===== config.mk =====
export PLATFORM = sky130hd
export DESIGN_NAME = leaf_out_port_arbiter
export DESIGN_NICKNAME = d
export VERILOG_FILES = /design/src/rtl/leaf_arb_pkg.sv /design/src/rtl/rr_pick.sv /design/src/rtl/leaf_out_port_arbiter.sv
export SDC_FILE = /design/constraint.sdc
export NUM_CORES = 1
export LEC_CHECK = 0
export ABC_AREA = 1
export CAP_MARGIN = 20
export CORE_MARGIN = 8
export CORE_UTILIZATION = 30
export DETAILED_ROUTE_END_ITERATION = 7
export GPL_TIMING_DRIVEN = 0
export PLACE_DENSITY = 0.91
export SYNTH_ARGS = -nofsm -noshare
export SYNTH_HDL_FRONTEND = slang
export SYNTH_HIERARCHICAL = 1
export SYNTH_SLANG_ARGS = --single-unit
export TNS_END_PERCENT = 100

===== constraint.sdc =====
create_clock -name clk_user -period 2 [get_ports clk_user]
set_clock_uncertainty 0.15 [all_clocks]
set_input_delay 0.2 -clock clk_user [delete_from_list [all_inputs] [get_ports clk_user]]
set_output_delay 0.2 -clock clk_user [all_outputs]
set_load 0.05 [all_outputs]

===== src/rtl/leaf_arb_pkg.sv =====
// rtl/leaf_arb_pkg.sv - shared FSM state type and default sizing for the leaf output-port arbiter
package leaf_arb_pkg;

   typedef enum logic {
      IDLE  = 1'b0,
      GRANT = 1'b1
   } arb_state_t;

   localparam int DEF_NUM_REQ      = 4;
   localparam int DEF_PAYLOAD_BITS = 32;
   localparam int DEF_MAX_BURST    = 16;

endpackage


===== src/rtl/rr_pick.sv =====
// rtl/rr_pick.sv - combinational rotating-priority selector: first set request at or after ptr
module rr_pick #(
   parameter int N  = 4,
   parameter int IW = 2
) (
   input  logic [N-1:0]  req,
   input  logic [IW-1:0] ptr,
   output logic [IW-1:0] idx,
   output logic          any_req
);

   logic [IW-1:0] cand;

   // Scan from farthest to nearest so the closest hit to ptr wins.
   always_comb begin
      idx     = ptr;
      any_req = |req;
      cand    = '0;
      for (int k = N - 1; k >= 0; k--) begin
         cand = IW'((int'(ptr) + k) % N);
         if (req[cand]) begin
            idx = cand;
         end
      end
   end

endmodule


===== src/rtl/leaf_out_port_arbiter.sv =====
// rtl/leaf_out_port_arbiter.sv - round-robin burst arbiter of NUM_REQ user streams onto one leaf output port
module leaf_out_port_arbiter
   import leaf_arb_pkg::*;
#(
   parameter int NUM_REQ      = DEF_NUM_REQ,
   parameter int PAYLOAD_BITS = DEF_PAYLOAD_BITS,
   parameter int MAX_BURST    = DEF_MAX_BURST,
   localparam int IW          = $clog2(NUM_REQ),
   localparam int BW          = $clog2(MAX_BURST) + 1
) (
   input  logic                            clk_user,
   input  logic                            reset,
   input  logic [NUM_REQ*PAYLOAD_BITS-1:0] req_data,
   input  logic [NUM_REQ-1:0]              req_vld,
   output logic [NUM_REQ-1:0]              req_ack,
   output logic [PAYLOAD_BITS-1:0]         out_data,
   output logic                            out_vld,
   input  logic                            out_ack,
   output logic [IW-1:0]                   grant_idx,
   output logic                            busy
);

   localparam logic [BW-1:0] LAST_BEAT = BW'(MAX_BURST - 1);

   arb_state_t    state, state_n;
   logic [IW-1:0] rr_ptr, rr_ptr_n;
   logic [IW-1:0] grant_idx_n;
   logic [IW-1:0] pick_idx;
   logic [IW-1:0] next_ptr;
   logic [BW-1:0] beat_cnt, beat_cnt_n;
   logic          any_req;
   logic          xfer;

   rr_pick #(
      .N  (NUM_REQ),
      .IW (IW)
   ) u_rr_pick (
      .req     (req_vld),
      .ptr     (rr_ptr),
      .idx     (pick_idx),
      .any_req (any_req)
   );

   assign next_ptr = (int'(grant_idx) == NUM_REQ - 1) ? '0 : grant_idx + 1'b1;
   assign out_data = req_data[int'(grant_idx)*PAYLOAD_BITS +: PAYLOAD_BITS];
   assign busy     = (state == GRANT);

   always_comb begin
      state_n     = state;
      rr_ptr_n    = rr_ptr;
      grant_idx_n = grant_idx;
      beat_cnt_n  = beat_cnt;
      out_vld     = 1'b0;
      req_ack     = '0;
      xfer        = 1'b0;
      case (state)
         IDLE: begin
            if (any_req) begin
               state_n     = GRANT;
               grant_idx_n = pick_idx;
               beat_cnt_n  = '0;
            end
         end
         GRANT: begin
            out_vld            = req_vld[grant_idx];
            req_ack[grant_idx] = out_ack;
            xfer               = out_vld & out_ack;
            if (!req_vld[grant_idx]) begin
               state_n  = IDLE;
               rr_ptr_n = next_ptr;
            end else if (xfer) begin
               beat_cnt_n = beat_cnt + 1'b1;
               if (beat_cnt == LAST_BEAT) begin
                  state_n  = IDLE;
                  rr_ptr_n = next_ptr;
               end
            end
         end
         default: state_n = IDLE;
      endcase
      // A reset cycle aborts the burst: nothing is offered or acknowledged.
      if (reset) begin
         out_vld = 1'b0;
         req_ack = '0;
      end
   end

   always_ff @(posedge clk_user) begin
      if (reset) begin
         state     <= IDLE;
         rr_ptr    <= '0;
         grant_idx <= '0;
         beat_cnt  <= '0;
      end else begin
         state     <= state_n;
         rr_ptr    <= rr_ptr_n;
         grant_idx <= grant_idx_n;
         beat_cnt  <= beat_cnt_n;
      end
   end

endmodule


# Word level (Yosys, flattened, before mapping)
# Cells that the tools add are included.
[classes] n_addsub=5 shifts=1 reduce_logical=5 n_eq_ne=7 order_cmp=6 div_mod_pow=0 bitwise_logic=3 muxes=33 n_mul=0
[op_table] operator="variable part select 128 x 8 -> 32 bit" n=1
[op_table] operator="2-to-1 mux 2 bit" n=8
[op_table] operator="< comparator 2 x 3 -> 1 bit (second input constant)" n=5
[op_table] operator="2-to-1 mux 5 bit" n=3
[op_table] operator="2-to-1 mux 1 bit" n=12
[op_table] operator="binary-select mux 1 bit (select 2 bit)" n=5
[op_table] operator="case mux 5 bit (2 select lines)" n=1
[op_table] operator="2-to-1 mux 4 bit" n=2
[op_table] operator="!= test 2 x 1 -> 1 bit (second input constant)" n=4
[op_table] operator="AND reduction 3 bit" n=2
[op_table] operator="adder 5 x 1 -> 5 bit (second input constant)" n=1
[op_table] operator="== test 5 x 4 -> 1 bit (second input constant)" n=1
[op_table] operator="adder 2 x 1 -> 2 bit (second input constant)" n=2
[op_table] operator="adder 2 bit (second input constant)" n=2
[op_table] operator="bitwise AND 4 bit" n=1
[op_table] operator="OR reduction 4 bit" n=1
[op_table] operator="demux 1 bit (select 2 bit)" n=1
[op_table] operator="== test 2 x 1 -> 1 bit (second input constant)" n=1
[op_table] operator="greater-or-equal comparator 2 x 1 -> 1 bit (second input constant)" n=1
[op_table] operator="!= test 2 bit (second input constant)" n=1
[op_table] operator="case mux 1 bit (2 select lines)" n=1
[op_table] operator="AND reduction 2 bit" n=1
[op_table] operator="bitwise AND 1 bit" n=1
[op_table] operator="logical AND 1 bit" n=1
[op_table] operator="NOT 1 bit" n=1
[totals] latch_bits=0 output_inout_bits=40 reg_bits=10 mem_count=0 rom_bits=0 word_cells=64 input_bits=135 ram_bits=0

# Logic depth before layout (Yosys ltp)
# Gate-level depths: netlist (run 1).
[logic_depth] ltp_word=7 mapped_depth=13 depth_no_buf=12

# Modules after synthesis
# The synthesis (run 1) kept the hierarchy.
[modules_own_cells] mod="leaf_out_port_arbiter" cells_per_inst=273 area_each_um2=1488.9 seq_area_each_um2=200.2 n_inst=1
[modules_own_cells] mod="rr_pick" cells_per_inst=50 area_each_um2=217.7 seq_area_each_um2=0.0 n_inst=1

# Least setup slack after synthesis (run 1)
# OpenSTA, ideal clock, no wires.
[synth_timing] path_type="flip-flop to output port" from="register grant_idx[0]" to="output port out_vld" path_stages_with_launch=6 path_slack_ps=-542 arrival_time_ps=2192 path_buffers=1 t_required_ps=1650 cell_sequence="dfxtp_1 buf_6 nand2_1 nand3_2 nand2_1 nor3_1"
[synth_via] elab_chain_cells=4
[synth_rtl] item="from (decl)" line_no="leaf_out_port_arbiter.sv:19" text="output logic [IW-1:0] grant_idx,"
[synth_rtl] item="from (signal assigned)" line_no="leaf_out_port_arbiter.sv:97" text="grant_idx <= grant_idx_n;"
[synth_rtl] item="binary-select mux 1 bit (select 2 bit)" line_no="leaf_out_port_arbiter.sv:65" text="out_vld = req_vld[grant_idx];"
[synth_rtl] item="2-to-1 mux 1 bit (not written as such)" line_no="leaf_out_port_arbiter.sv:65"
[synth_rtl] item="2-to-1 mux 1 bit" line_no="leaf_out_port_arbiter.sv:56" text="case (state)"
[synth_rtl] item="2-to-1 mux 1 bit" line_no="leaf_out_port_arbiter.sv:82" text="if (reset) begin"
[synth_rtl] item="to (decl)" line_no="leaf_out_port_arbiter.sv:17" text="output logic out_vld,"
# No other way between the ends. The select of a mux whose other input is x is not followed.

# Final worst setup path (run 1)
[layout_timing] from="register grant_idx[1]" to="output port grant_idx[1]"
# No word-level cell between the ends.

==> metrics.cfg, run 1 <==
[outcome]
status = finished, final reports clean

[floorplan]
core_area_um2 = 5510
die_y_um = 91.4
initial_core_util = 0.310
design.die.area_um2 = 8360
rows = 27
boundaryPins = 175
die_x_um = 91.4

[logic_synthesis]
synth.top_cell.area_share = 0.196
netlist_area_um2 = 1710
ys_seq_area_frac = 0.117
synthCells = 323
ys_types = 24
yosys.area.top_type = o21ai_0
synth.avg_cell_area_um2 = 5.28
synth.area.top_cells = o21ai_0, nor2_1, dfxtp_1
ys.flop_type = dfxtp_1
synth_edf_count = 0
synthArstFlopShare = 0
syn-num-nets = 464
ys_warn_count = 6
ys_seq_elements = 10

[setup_path]
r2r_end = rr_ptr[1]
reg2reg_depth = 6
critPathLaunchType = register
slowest_delay_ps = 880
critical_path_class = reg -> out
worstPathArrival_ps = 1590
path_cells = clkdlybuf4s50_1
critPathTopFamily = buffers and inverters
cp_max_fo = 10
crit_slowest_cell = clkdlybuf4s50_1
ff2ff_setup_slack_ps = 390
critPathRequiredTime_ps = 1650
end_kind = primary output
critPathBufInv = 1
worstReg2RegStart = grant_idx[1]

[sta]
final-hold-violation-count = 0
min_period_ps = 1940
fin_crit_sh = 0.972
rsz0062_at_grt = yes
slew_headroom = 0.611
clock.fmax_mhz = 514
maxSlewViolCount = 0
tightest_slew_ps = 581
setup_viol = 0
fin_setup_tns_ps = 0

[min_path]
hp-class = reg -> reg
hold_end = beat_cnt[4]
min_path_cells = 2
hp-start = beat_cnt[4]

[cts]
max-clock-path-buffers = 2
cts_made_buffers = 3
cts_tree = done
cts_max_level = 1
clk_latency_ps = 240
cts_sinks = 10
cts-root-buf = clkbuf_8
clk_pin_slew_ps = 50

[finish]
final_area_um2 = 3710
fillers = 472
final_nets = 643
drive_gt1_frac = 0.234
final_core_util = 0.674
diodes = 0
area_growth_pct = 118

[pwr]
p_per_area_nw_per_um2 = 800
irDropWorstVdd_v = 0.000455
p_leak_uw = 0.00163

[route]
routed_wl_mm = 10.4
vias_per_cell = 5.30
ant_nets = 0
drt_pass1_iterations = 5
drt-initial-drc-count = 132
post-route-drc-count = 0
wire_per_inst_um = 18.1
vias = 3030

[placed_design]
place_congestion = 0.860
postPlaceCellArea_um2 = 3750
dp_hpwl_mm = 8.57
portBuffers = 174

[global_routing]
overflow = 0
grt_max_degree = 12
grt_pass1_wl_mm = 15.8
grt_pass1_vias = 2905
antenna_found_initial = 0
grt_usage = 0.232

[run]
cap_violations = 0

==> worst reg2reg max path, delay by kind of cell (launching register included) <==
kind	cells	cell delay, ps
and+or+nand+nor	3	250
DFF	1	470
adders and majority gates	1	280
buffers and inverters	2	350
==> area by class of cell <==
cell class	instances	area, um^2	share of cell area
sequential	10	203	0.0546
buffer	23	146	0.0394
tap	72	90.1	0.0243
clock buffer	3	41.3	0.0111
inverter	24	95.1	0.0256
multi-input combinational	266	1510	0.407
timing repair buffer	174	1630	0.438
==> per-layer routing <==
metal | up-vias | wire, um | GRT usage
li1 | 1448 | - | -
met1 | 1405 | 3870 | 0.255
met2 | 156 | 5280 | 0.435
met3 | 21 | 945 | 0.0461
met4 | 0 | 288 | 0.0641
met5 | - | 0 | 0
==> cells in the final DEF (no fill, tap or decap), types with 4 or more instances in the layout <==
cell	instances
inv_2	7
nor2_2	4
nand3_1	14
nand2_1	48
a21oi_1	4
o21ai_0	67
clkdlybuf4s50_1	137
clkbuf_2	12
nand3_2	4
o22ai_2	32
nor2_1	76
dfxtp_1	8
buf_4	23
buf_6	6
ha_1	6
inv_1	16
buf_2	15
==> cells by family after synthesis <==
| group | after synthesis | share of synthesized area |
|---|---|---|
| AOI/OAI and AO/OA | 105 | 0.334 |
| adders and majority gates | 6 | 0.0440 |
| xor gates and xnor gates | 1 | 0.00513 |
| and+or+nand+nor | 154 | 0.376 |
| DFF | 10 | 0.117 |
| buffers and inverters | 47 | 0.124 |
==> worst max-delay path by stage <==
| stage | endpoint | slack [ps] | depth (start not counted) | startpoint |
|---|---|---|---|---|
| floorplan | out_vld | -90 | 4 | grant_idx[1] |
| detailed placement | req_ack[0] | -620 | 6 | grant_idx[1] |
| finish | grant_idx[1] | 60 | 1 | grant_idx[1] |
| CTS | out_data[3] | -10 | 5 | grant_idx[0] |
| global placement | req_ack[0] | -610 | 6 | grant_idx[1] |
| global route | out_data[8] | -6 | 5 | grant_idx[0] |
==> sequential cells by signal, summed over array words and instances, names as in the netlist <==
name,count
rr_ptr,2
busy,1
grant_idx,2
beat_cnt,5
==> cell usage after synthesis, drive strengths merged, types with 2 or more instances <==
| library cell | number |
|---|---|
| o21ai | 68 |
| a21oi | 5 |
| ha | 6 |
| nand3 | 18 |
| dfxtp | 10 |
| nand2 | 51 |
| o22ai | 32 |
| inv | 24 |
| buf | 10 |
| nand4 | 2 |
| clkbuf | 13 |
| nor2 | 80 |
==> metrics by stage <==
step | cells | hold slack, ps | total power (uW) | setup slack [ps]
3_3_place_gp | 569 | 299 | 2790 | -606
5_1_grt | 572 | 337 | 3140 | -5.71
6_report | 572 | 311 | 2970 | 56.3
4_1_cts | 572 | 314 | 2960 | -14.5
2_1_floorplan | 323 | 112 | 1920 | -85.3
3_5_place_dp | 569 | 309 | 2830 | -623
==> timing repair <==
action	CTS	global route
setup endpoints to repair	38	36
cloned	0	0
hold buffers	0	0
endpoints found under the hold margin	0	0
buffers inserted	0	0
gates resized for setup	211	23
==> power by group <==
part	leakage (uW)	total [uW]	switching, uW	internal (uW)
Clock	0.0000216	208	76.4	132
Sequential	0.0000826	267	41.5	226
Combinational	0.00153	2500	1620	880
Total	0.00163	2970	1730	1240
No activity file was read; power rests on OpenSTA's default activity.
==> run 2: changes to the inputs <==
--- a/config.mk
+++ b/config.mk
@@ -6,7 +6,6 @@
 export NUM_CORES = 1
 export LEC_CHECK = 0
 export ABC_AREA = 1
-export CAP_MARGIN = 20
 export CORE_MARGIN = 8
 export CORE_UTILIZATION = 30
 export DETAILED_ROUTE_END_ITERATION = 7
==> results of run 2 <==
Final layout, timing and power as in run 1 (identical DEF).
